File: src/rtl/serial_to_parallel_pkg.sv
// Shared constants and state encoding for the serial link lanes.
// The parallel-to-serial transmit lane idles with the same COM symbol.
package serial_to_parallel_pkg;

  localparam logic [7:0] COM_SYM = 8'hBC;
  localparam int         CNT_W   = 3;

  typedef enum logic [1:0] {
    SEARCH  = 2'd0,
    COUNT   = 2'd1,
    ALIGNED = 2'd2
  } state_t;

endpackage

File: src/rtl/s2p_shift_window.sv
// Serial shift register exposing the byte that completes on this edge.
// Only the low 7 stored bits ever reach the window, so the MSB is not kept.
module s2p_shift_window #(
  parameter int                 DATA_W = 8,
  parameter logic [DATA_W-1:0] SYM    = 8'hBC
) (
  input  logic              clk_8f,
  input  logic              reset,
  input  logic              data_in,
  output logic [DATA_W-1:0] win,
  output logic              is_com
);

  logic [DATA_W-2:0] sr;

  assign win    = {sr, data_in};
  assign is_com = (win == SYM);

  always_ff @(posedge clk_8f) begin
    if (reset) sr <= '0;
    else       sr <= win[DATA_W-2:0];
  end

endmodule

File: src/rtl/serial_to_parallel_struct.sv
// Netlist-style twin of serial_to_parallel: explicit next-state equations
// feeding one flat register bank, ports identical to the behavioural top.
module serial_to_parallel_struct
  import serial_to_parallel_pkg::*;
#(
  parameter int                 DATA_W   = 8,
  parameter logic [DATA_W-1:0] COM      = COM_SYM,
  parameter int                 COM_LOCK = 4
) (
  input  logic              clk_8f,
  input  logic              reset,
  input  logic              data_in,
  output logic [DATA_W-1:0] data_out,
  output logic              valid_out,
  output logic              byte_strobe,
  output logic              active
);

  localparam logic [7:0] LOCK_N = 8'(COM_LOCK);
  localparam logic       LOCK_1 = (LOCK_N == 8'd1);

  logic [DATA_W-1:0] win;
  logic              hit;
  state_t            state, state_nx;
  logic [CNT_W-1:0]  bit_cnt, bit_cnt_nx;
  logic [7:0]        com_cnt, com_cnt_nx;
  logic [DATA_W-1:0] data_nx;
  logic              valid_nx, strobe_nx, active_nx;
  logic              s_search, s_count, s_aligned, last;
  logic              search_hit, cnt_eval, al_eval, lock_done;
  logic              to_aligned, to_count, to_search, cnt_inc;

  s2p_shift_window #(.DATA_W(DATA_W), .SYM(COM)) u_win (
    .clk_8f (clk_8f),
    .reset  (reset),
    .data_in(data_in),
    .win    (win),
    .is_com (hit)
  );

  assign s_search   = (state == SEARCH);
  assign s_count    = (state == COUNT);
  assign s_aligned  = (state == ALIGNED);
  assign last       = (bit_cnt == '1);
  assign lock_done  = ((com_cnt + 8'd1) == LOCK_N);

  assign search_hit = s_search & hit;
  assign cnt_eval   = s_count & last;
  assign al_eval    = s_aligned & last;

  assign to_aligned = (search_hit & LOCK_1)
                    | (cnt_eval & hit & lock_done);
  assign to_count   = search_hit & ~LOCK_1;
  assign to_search  = cnt_eval & ~hit;
  assign cnt_inc    = cnt_eval & hit & ~lock_done;

  assign state_nx   = to_aligned ? ALIGNED :
                      to_count   ? COUNT   :
                      to_search  ? SEARCH  : state;
  assign bit_cnt_nx = s_search ? '0 : bit_cnt + 1'b1;
  assign com_cnt_nx = to_count  ? 8'd1 :
                      to_search ? 8'd0 :
                      cnt_inc   ? com_cnt + 8'd1 : com_cnt;
  assign active_nx  = active | to_aligned;
  assign strobe_nx  = al_eval;
  assign valid_nx   = al_eval ? ~hit : valid_out;
  assign data_nx    = (al_eval & ~hit) ? win : data_out;

  always_ff @(posedge clk_8f) begin
    if (reset) begin
      state       <= SEARCH;
      bit_cnt     <= '0;
      com_cnt     <= '0;
      data_out    <= '0;
      valid_out   <= 1'b0;
      byte_strobe <= 1'b0;
      active      <= 1'b0;
    end else begin
      state       <= state_nx;
      bit_cnt     <= bit_cnt_nx;
      com_cnt     <= com_cnt_nx;
      data_out    <= data_nx;
      valid_out   <= valid_nx;
      byte_strobe <= strobe_nx;
      active      <= active_nx;
    end
  end

endmodule

File: config.mk
export PLATFORM = sky130hd
export DESIGN_NAME = serial_to_parallel_struct
export DESIGN_NICKNAME = d
export VERILOG_FILES = /design/src/rtl/serial_to_parallel_pkg.sv /design/src/rtl/s2p_shift_window.sv /design/src/rtl/serial_to_parallel_struct.sv
export SDC_FILE = /design/constraint.sdc
export NUM_CORES = 1
export LEC_CHECK = 0
export CORE_AREA = 2 2 63 65
export DETAILED_ROUTE_END_ITERATION = 8
export DIE_AREA = 0 0 65 67
export GPL_ROUTABILITY_DRIVEN = 1
export SETUP_SLACK_MARGIN = 0.3
export SLEW_MARGIN = 20
export SYNTH_ARGS = -nofsm -noshare
export SYNTH_HDL_FRONTEND = slang
export SYNTH_SLANG_ARGS = --single-unit
File: constraint.sdc
create_clock -name clk_8f -period 1.9 [get_ports clk_8f]
set_clock_uncertainty 0.2 [all_clocks]
set_input_delay 0.285 -clock clk_8f [delete_from_list [all_inputs] [get_ports clk_8f]]
set_output_delay 0.285 -clock clk_8f [all_outputs]
set_load 0.01 [all_outputs]
Word-level counts from Yosys, hierarchy flattened
Cells that the tools add are included.

cells by class
  equality and inequality tests = 5
  muxes and demuxes = 6
  reduce and logical (&&, ||, !) cells = 7
  add/sub/neg operators = 2
  bitwise operators = 11

operators by type and width
  kind                 count
  $add 8x1->8 const B  1
  $and 1x1->1          8
  $eq 8x3->1 const B   1
  $eq 8x8->1 const B   1
  $mux 2               3
  $reduce_bool 3->1    2
  $reduce_or 2->1      2
  $add 3x1->3 const B  1
  $eq 3x3->1 const B   1
  $mux 1               3
  $reduce_or 3->1      1
  $eq 2x1->1 const B   1
  $eq 2x2->1 const B   1
  $logic_not 2->1      1
  $not 1->1            2
  $reduce_bool 2->1    1
  $or 1x1->1           1

storage, ports and cells
  register bits after elaboration = 31
  output and inout port bits = 11
  bits of input ports = 3

Depth between registers and ports, before layout
Gate-level depths: netlist (run 1).

  word-level depth = 7
  gate-level depth with buffers = 6

Modules after synthesis
A second synthesis (run 1) with hierarchy kept.

second synthesis, totals
  cells, all modules = 131
  area, all modules = 1228.7 um^2

modules (own cells, without submodules)
  module                     times used  area each (um^2)  cells an instance
  serial_to_parallel_struct  1           1009.7            113
  s2p_shift_window           1           219.0             18

Worst setup path after synthesis (run 1)
No wires, ideal clock.

  path type = register to register
  from = register bit_cnt[0]
  to = register com_cnt[7]
  arrival = 1.638 ns
  clock period less this slack = 1.957 ns
  cell stages (with the launch flop) = 7
  slack = -0.057 ns
  cells stage by stage = dfxtp_1 ha_1 ha_1 and3b_1 nand3_4 or4_1 mux2i_1

between the ends
  longest elaborated chain between the ends = 4

RTL lines
  element                                                   RTL line                                                          source
  start: declaration                                        serial_to_parallel_struct.sv:25                                   logic [CNT_W-1:0] bit_cnt, bit_cnt_nx;
  start signal: assignment                                  serial_to_parallel_struct.sv:80                                   bit_cnt <= bit_cnt_nx;
  $eq 3x3->1 *                                              serial_to_parallel_struct.sv:44                                   assign last = (bit_cnt == '1);
  $and 1x1->1 *                                             serial_to_parallel_struct.sv:48                                   assign cnt_eval = s_count & last;
  $and 1x1->1, on equally long branches                     serial_to_parallel_struct.sv:54, serial_to_parallel_struct.sv:55
  $reduce_or 3->1 (no line) or $and 1x1->1 (tied branches)  -
  end signal: assignment                                    serial_to_parallel_struct.sv:81                                   com_cnt <= com_cnt_nx;
  end: declaration                                          serial_to_parallel_struct.sv:26                                   logic [7:0] com_cnt, com_cnt_nx;

Mark *: on every way between the ends. The rest lies on a longest branch, timed or not.
A chain may end at the register's enable or synchronous reset.

Worst setup path after layout (run 1)
  from = register com_cnt[3]
  to = register com_cnt[7]

between the ends
  longest elaborated chain between the ends = 4

RTL lines
  element        RTL line                                                          source
  $add 8x1->8 *  serial_to_parallel_struct.sv:45, serial_to_parallel_struct.sv:63
  $eq 8x3->1     serial_to_parallel_struct.sv:45                                   assign lock_done = ((com_cnt + 8'd1) == LOCK_N);
  $not 1->1      serial_to_parallel_struct.sv:55                                   assign cnt_inc = cnt_eval & hit & ~lock_done;
  $and 1x1->1    serial_to_parallel_struct.sv:55

Marked as above.

==> results of run 1 <==
==> critical path, stage by stage, from the launching register on <==
cell     delay (ps)
dfxtp_2         340
or4_4           540
nor4_4          190
buf_6           170
or4_4           120
mux2i_1         180
==> placed cells by master (no fill, tap or decap), types with 2 or more instances in the layout <==
cell / Yosys / layout
and2_1: 3 / 3
o22ai_1: 2 / 2
o221a_2: 2 / 2
nand2_1: 4 / 4
nor3_2: 0 / 2
dfxtp_1: 31 / 27
a21oi_1: 8 / 7
nand3_1: 6 / 6
nor2b_1: 6 / 6
clkdlybuf4s50_1: 0 / 2
nand4b_1: 2 / 2
buf_12: 0 / 2
o31ai_1: 2 / 2
nand3b_1: 3 / 3
or4_1: 4 / 3
dfxtp_2: 0 / 4
o21ai_0: 4 / 4
buf_4: 0 / 8
or4_4: 1 / 2
mux2i_1: 6 / 5
buf_6: 1 / 2
dlygate4sd2_1: 0 / 11
nor2_1: 14 / 14
or3_1: 2 / 2
inv_1: 3 / 2
ha_4: 0 / 2
clkbuf_8: 0 / 6
==> how the worst max path moves through the flow <==
| stage | from | end | slack, ps | cells after the start |
|---|---|---|---|---|
| 2_1_floorplan | com_cnt[3] | state[0] | 120 | 5 |
| 3_3_place_gp | data_in | com_cnt[7] | -150 | 5 |
| 3_5_place_dp | data_in | com_cnt[7] | -170 | 5 |
| 4_1_cts | bit_cnt[0] | com_cnt[7] | 90 | 6 |
| 5_1_grt | com_cnt[3] | com_cnt[7] | 20 | 5 |
| 6_report | com_cnt[3] | com_cnt[7] | 90 | 5 |
==> state kept, by name, indices dropped and copies added, names as in the netlist <==
name         flops
state            2
data_out         8
active           1
byte_strobe      1
u_win.sr         7
com_cnt          8
valid_out        1
bit_cnt          3
==> layer usage <==
layer	vias to the layer above	wire (um)	GRT usage	part of all wire
met5	-	0	0	0
met4	0	38	0.06915	0.014
met3	5	102	0.04899	0.039
met2	13	1288	0.2448	0.49
met1	491	1205	0.1617	0.46
li1	533	-	-	-
==> timing repair <==
item                                    CTS  global route
gates resized for setup                  14             4
gates cloned                              0             1
pin swaps                                 3             3
buffers inserted                          2             1
hold endpoints to repair                  0             0
endpoints found under the setup margin   28            20
==> power groups by stage <==
stage | Clock [W] | Sequential, W | Combinational [W]
after floorplan | 0 | 0.000670 | 0.0000138
after global placement | 0 | 0.000671 | 0.0000281
after detailed placement | 0 | 0.000671 | 0.0000288
after CTS | 0.000675 | 0.000656 | 0.0000288
after global routing | 0.000700 | 0.000656 | 0.0000312
final | 0.000660 | 0.000656 | 0.0000289
==> per-stage QoR <==
stage          instances  area [um^2]
2_1_floorplan        128         1328
3_3_place_gp         195         1592
3_5_place_dp         195         1592
4_1_cts              205         1722
5_1_grt              207         1750
6_report             207         1750
==> area by class of cell <==
class | count | area, um^2 | share of cell area
clock buffer | 6 | 82.58 | 0.04718
clock inverter | 2 | 35.03 | 0.02001
inverter | 4 | 15.01 | 0.008578
multi-input combinational | 90 | 688.2 | 0.3931
sequential | 31 | 625.6 | 0.3574
tap | 48 | 60.06 | 0.03431
timing repair buffer | 26 | 244.0 | 0.1394
==> cell families (layout without fill, tap and decap cells) <==
kind of cell,Yosys count,after routing,synth area share
buffers and inverters,7,38,0.02639
adders and majority gates,3,3,0.02933
AOI/OAI and AO/OA,22,22,0.1134
and+or+nand+nor,58,58,0.2923
muxes,6,6,0.04692
DFF,31,31,0.4849
xor gates and xnor gates,1,1,0.006844
==> results.py, run 1 <==
metrics = {
    "run_status": {
        "status": "finished, final reports clean",
    },
    "placement": {
        "gp_congestion": 0.7630,
        "port_buffers": 13,
        "dp_slack_ps": -173.0,
        "dp_hpwl_um": 1936,
    },
    "hold_path": {
        "hold_start": "bit_cnt[0]",
        "min_path_type": "reg -> reg",
        "min_path_cells": 1,
        "holdPathEnd": "bit_cnt[0]",
    },
    "drt": {
        "dr.pass1.iters": 4,
        "finalWirelength_um": 2634,
        "drt_iter0_markers": 59,
        "num_vias": 1042,
        "wl_per_cell_um": 12.72,
        "route.detailed.drc": 0,
        "antenna_left": 0,
        "post_drt_via_cell_ratio": 5.034,
    },
    "global_route": {
        "grt_overflow_total": 0,
        "grt_max_degree": 21,
        "track_usage": 0.1442,
        "grt_pass1_vias": 1066,
        "grt_pass1_wl_um": 4747,
        "antenna_found_initial": 0,
    },
    "floorplan": {
        "ioPinCount": 14,
        "fp.dieArea_um2": 4355,
        "die_w_um": 65,
        "die_h_um": 67,
        "start_util": 0.3550,
        "core-area_um2": 3606,
        "std_cell_rows": 22,
    },
    "clock_network": {
        "htreeDepth": 2,
        "cts_root_buf": "clkbuf_8",
        "clkLatencyLatePin_ps": 280,
        "ctsHoldBuffers": 0,
        "tritoncts": "built",
        "clkTransAtPathRegs_ps": 60,
        "cts.sinks": 31,
        "cts_buffers": 5,
        "clock_path_buffers": 2,
    },
    "power": {
        "intPower_w": 0.001090,
        "power_density_nw_per_um2": 768.2,
        "ir_drop_mv": 0.5286,
        "seq_power_share": 0.488,
        "power.leakage_nw": 0.6763,
        "p_comb_frac": 0.022,
        "switchingPower_w": 0.0002545,
        "power.total_w": 0.001345,
        "power_frac_clock": 0.491,
        "p_sw_frac": 0.1893,
    },
    "synth": {
        "netlist_area_um2": 1280,
        "synthFlopType": "dfxtp_1",
        "ys_ff_latch": 31,
        "yosysUniqueCellTypes": 38,
        "synth.area.top_cells": "dfxtp_1 (48%), mux2i_1 (4.7%), nor2_1 (4.1%)",
        "syn-num-nets": 134,
        "synth_edf_count": 0,
        "postSynthAreaPerCell_um2": 10.00,
        "synth_common_cells": "dfxtp_1 (31), nor2_1 (14), a21oi_1 (8)",
        "ys_seq_area_frac": 0.4848,
        "synth_top_area_frac": 0.4848,
        "syn_inst": 128,
        "yosysTopAreaCell": "dfxtp_1",
        "async_flop_share": 0,
        "yosysWarningCount": 0,
        "yosysMostFrequentCell": "dfxtp_1",
    },
    "sta": {
        "drv_slew": 0,
        "rsz0062_at_grt": "true",
        "fin_setup_tns_ps": 0,
        "max_freq_mhz": 552.4,
        "setup_ws_ps": 89.60,
        "tightest_slew_ps": 313.5,
        "hold_ws_ps": 245.6,
        "slew_headroom": 0.7902,
        "setup_viol": 0,
        "fin_crit_ps": 1810,
        "finalHoldViolations": 0,
        "fin_crit_sh": 0.9528,
    },
    "critical_path": {
        "r2r_cells": 5,
        "worstPathRequired_ps": 1910,
        "end_kind": "register",
        "arrival_ps": 1820,
        "r2r_slack_ps": 90,
        "crit_type": "reg -> reg",
        "critPathLaunchType": "register",
        "cp_max_fo": 6,
        "reg2reg_to": "com_cnt[7]",
        "r2r_start": "com_cnt[3]",
    },
    "layout": {
        "layout-drive-gt1-share": 0.2704,
        "nFillCells": 349,
        "final_util": 0.4854,
        "final_nets": 164,
        "area_growth_pct": 36.75,
        "antennaDiodeCount": 0,
    },
    "job": {
        "drv_cap": 0,
    },
}
Power figures use the tool's default switching activity.
==> run 2, diff against run 1 <==
- RECOVER_POWER: not set -> 50
==> run 2 against run 1 <==
Effect of this change: global-route usage is the same; wire length decreased by 0.11%; clock-buffer cell count stayed put; largest cell class unchanged; highest routed layer unchanged; sequential share of layout area did not move.
==> results.py, run 2 (synthesis results as in run 1) <==
metrics = {
    "run_status": {
        "status": "finished, final reports clean",
    },
    "sta": {
        "finalHoldViolations": 0,
        "fin_crit_ps": 1810,
        "slew_headroom": 0.7889,
        "rsz0062_at_grt": "true",
        "setup_viol": 0,
        "drv_slew": 0,
        "fin_crit_sh": 0.9529,
        "max_freq_mhz": 552.3,
        "tightest_slew_ps": 315.5,
    },
    "clock_network": {
        "cts_root_buf": "clkbuf_8",
        "tritoncts": "built",
        "clkLatencyLatePin_ps": 280,
        "clkTransAtPathRegs_ps": 60,
        "htreeDepth": 2,
        "ctsHoldBuffers": 0,
        "cts_buffers": 5,
        "clock_path_buffers": 2,
        "cts.sinks": 31,
    },
    "critical_path": {
        "worstPathRequired_ps": 1870,
        "end_kind": "register",
        "cpMaxStageDelayCell": "or4_4",
        "critPathMaxStageDelay_ps": 430,
        "r2r_cells": 6,
        "crit_type": "reg -> reg",
        "r2r_slack_ps": 90,
        "cp_max_fo": 6,
        "reg2reg_to": "com_cnt[7]",
        "arrival_ps": 1780,
        "crit_chain": "ha_4 > ha_4 > and3b_2 > nand3_4 > or4_4 > mux2i_1",
        "path_common_cell": "ha_4",
        "crit_end": "com_cnt[7]",
        "r2r_start": "bit_cnt[0]",
        "critPathLaunchType": "register",
        "startpoint": "bit_cnt[0]",
    },
    "placement": {
        "port_buffers": 13,
        "dp.cells": 195,
        "gp_congestion": 0.7630,
        "dpl-instance-area_um2": 1592,
        "dp_hpwl_um": 1936,
    },
    "layout": {
        "final_area_um2": 1750,
        "reg_top3": "com_cnt: 8 flops, data_out: 8 flops, u_win.sr: 7 flops",
        "layoutNonFillerInstCount": 207,
        "area_growth_pct": 36.75,
        "antennaDiodeCount": 0,
        "layout_common_cells": "dfxtp_1 (27), nor2_1 (14), dlygate4sd2_1 (11)",
        "final_common_cell": "dfxtp_1",
        "layout-drive-gt1-share": 0.2704,
        "final_nets": 164,
    },
    "global_route": {
        "grt_pass1_vias": 1066,
        "track_usage": 0.1442,
        "grt_max_degree": 21,
        "antenna_found_initial": 0,
        "grt_pass1_wl_um": 4747,
        "grt_overflow_total": 0,
    },
    "drt": {
        "top_layer": "met4",
        "met3RoutedLength_um": 101,
        "drt_iter0_markers": 59,
        "wl_met1_um": 1203,
        "finalWirelength_um": 2631,
        "wl_per_cell_um": 12.71,
        "antenna_left": 0,
        "met2_length_um": 1287,
        "dr.pass1.iters": 4,
        "route.detailed.drc": 0,
        "num_vias": 1043,
        "post_drt_via_cell_ratio": 5.039,
    },
    "floorplan": {
        "fp.dieArea_um2": 4355,
        "std_cell_rows": 22,
        "die_w_um": 65,
        "start_util": 0.3550,
        "core-area_um2": 3606,
        "ioPinCount": 14,
        "die_h_um": 67,
    },
    "power": {
        "ir_drop_mv": 0.5296,
        "seq_power_share": 0.488,
        "switchingPower_w": 0.0002548,
        "p_comb_frac": 0.021,
        "power_density_nw_per_um2": 768.1,
        "power.leakage_nw": 0.6745,
        "p_sw_frac": 0.1895,
        "intPower_w": 0.001090,
        "power_frac_clock": 0.491,
    },
    "hold_path": {
        "min_path_type": "reg -> reg",
    },
    "job": {
        "drv_cap": 0,
    },
}
-- run 2: critical path: cells and delay by family, from the launching register on --
kind          cells  cell delay [ps]
flops             1              350
mux               1              140
simple gates      3              750
fa+ha+maj         2              260
-- run 2: layout make-up --
class                   count  area [um^2]
multi-input cells          90        688.2
inverters                   4        15.01
clock inverters             2        35.03
well taps                  48        60.06
clock buffers               6        82.58
flip-flops and latches     31        625.6
repair buffers             26        244.0
fillers                   349         1856
-- run 2: what timing repair did --
item,CTS,global route
gates cloned,0,1
pin swaps,3,3
endpoints found under the setup margin,28,20
gates resized for setup,14,4
setup buffers,2,1
-- run 2: how the worst min path moves through the flow --
stage / start / to / slack (ps) / cells past startpoint
3_5_place_dp: bit_cnt[0] / bit_cnt[0] / 230 / 1
4_1_cts: bit_cnt[0] / bit_cnt[0] / 250 / 1
5_1_grt: bit_cnt[0] / bit_cnt[0] / 260 / 1
6_report: bit_cnt[0] / bit_cnt[0] / 250 / 1
3_3_place_gp: bit_cnt[0] / bit_cnt[0] / 220 / 1
2_1_floorplan: bit_cnt[0] / bit_cnt[0] / 220 / 1
-- run 2: power by group through the flow --
stage / Combinational [W] / Sequential (W) / Clock, W
2_1_floorplan: 0.0000138 / 0.000670 / 0
6_report: 0.0000285 / 0.000656 / 0.000660
3_5_place_dp: 0.0000288 / 0.000671 / 0
5_1_grt: 0.0000308 / 0.000656 / 0.000700
4_1_cts: 0.0000288 / 0.000656 / 0.000675
3_3_place_gp: 0.0000281 / 0.000671 / 0
-- run 2: per-stage QoR --
stage | hold WS (ps) | utilization | total power, W | setup WS, ps | TNS (ps)
2_1_floorplan | 216.5 | - | 0.0006834 | 117.7 | 0
3_3_place_gp | 222.2 | 0.4414 | 0.0006988 | -149.4 | -581.6
3_5_place_dp | 230.7 | 0.4414 | 0.0006993 | -173.0 | -722.2
4_1_cts | 248.2 | 0.4774 | 0.001359 | 88.58 | 0
5_1_grt | 264.7 | 0.4854 | 0.001387 | 16.81 | 0
6_report | 245.7 | 0.4854 | 0.001345 | 89.55 | 0
-- run 2: per-layer routing --
metal / GRT usage / up-vias
met5: 0 / -
li1: - / 533
met1: 0.1617 / 492
met4: 0.06915 / 0
met3: 0.04899 / 5
met2: 0.2448 / 13
==> run 3, diff against run 2 <==
- CTS_BUF_LIST: not set -> sky130_fd_sc_hd__clkbuf_4 sky130_fd_sc_hd__clkbuf_8
==> results of run 3 <==
Same layout as run 2: the final DEF is identical, and so are final timing and power.
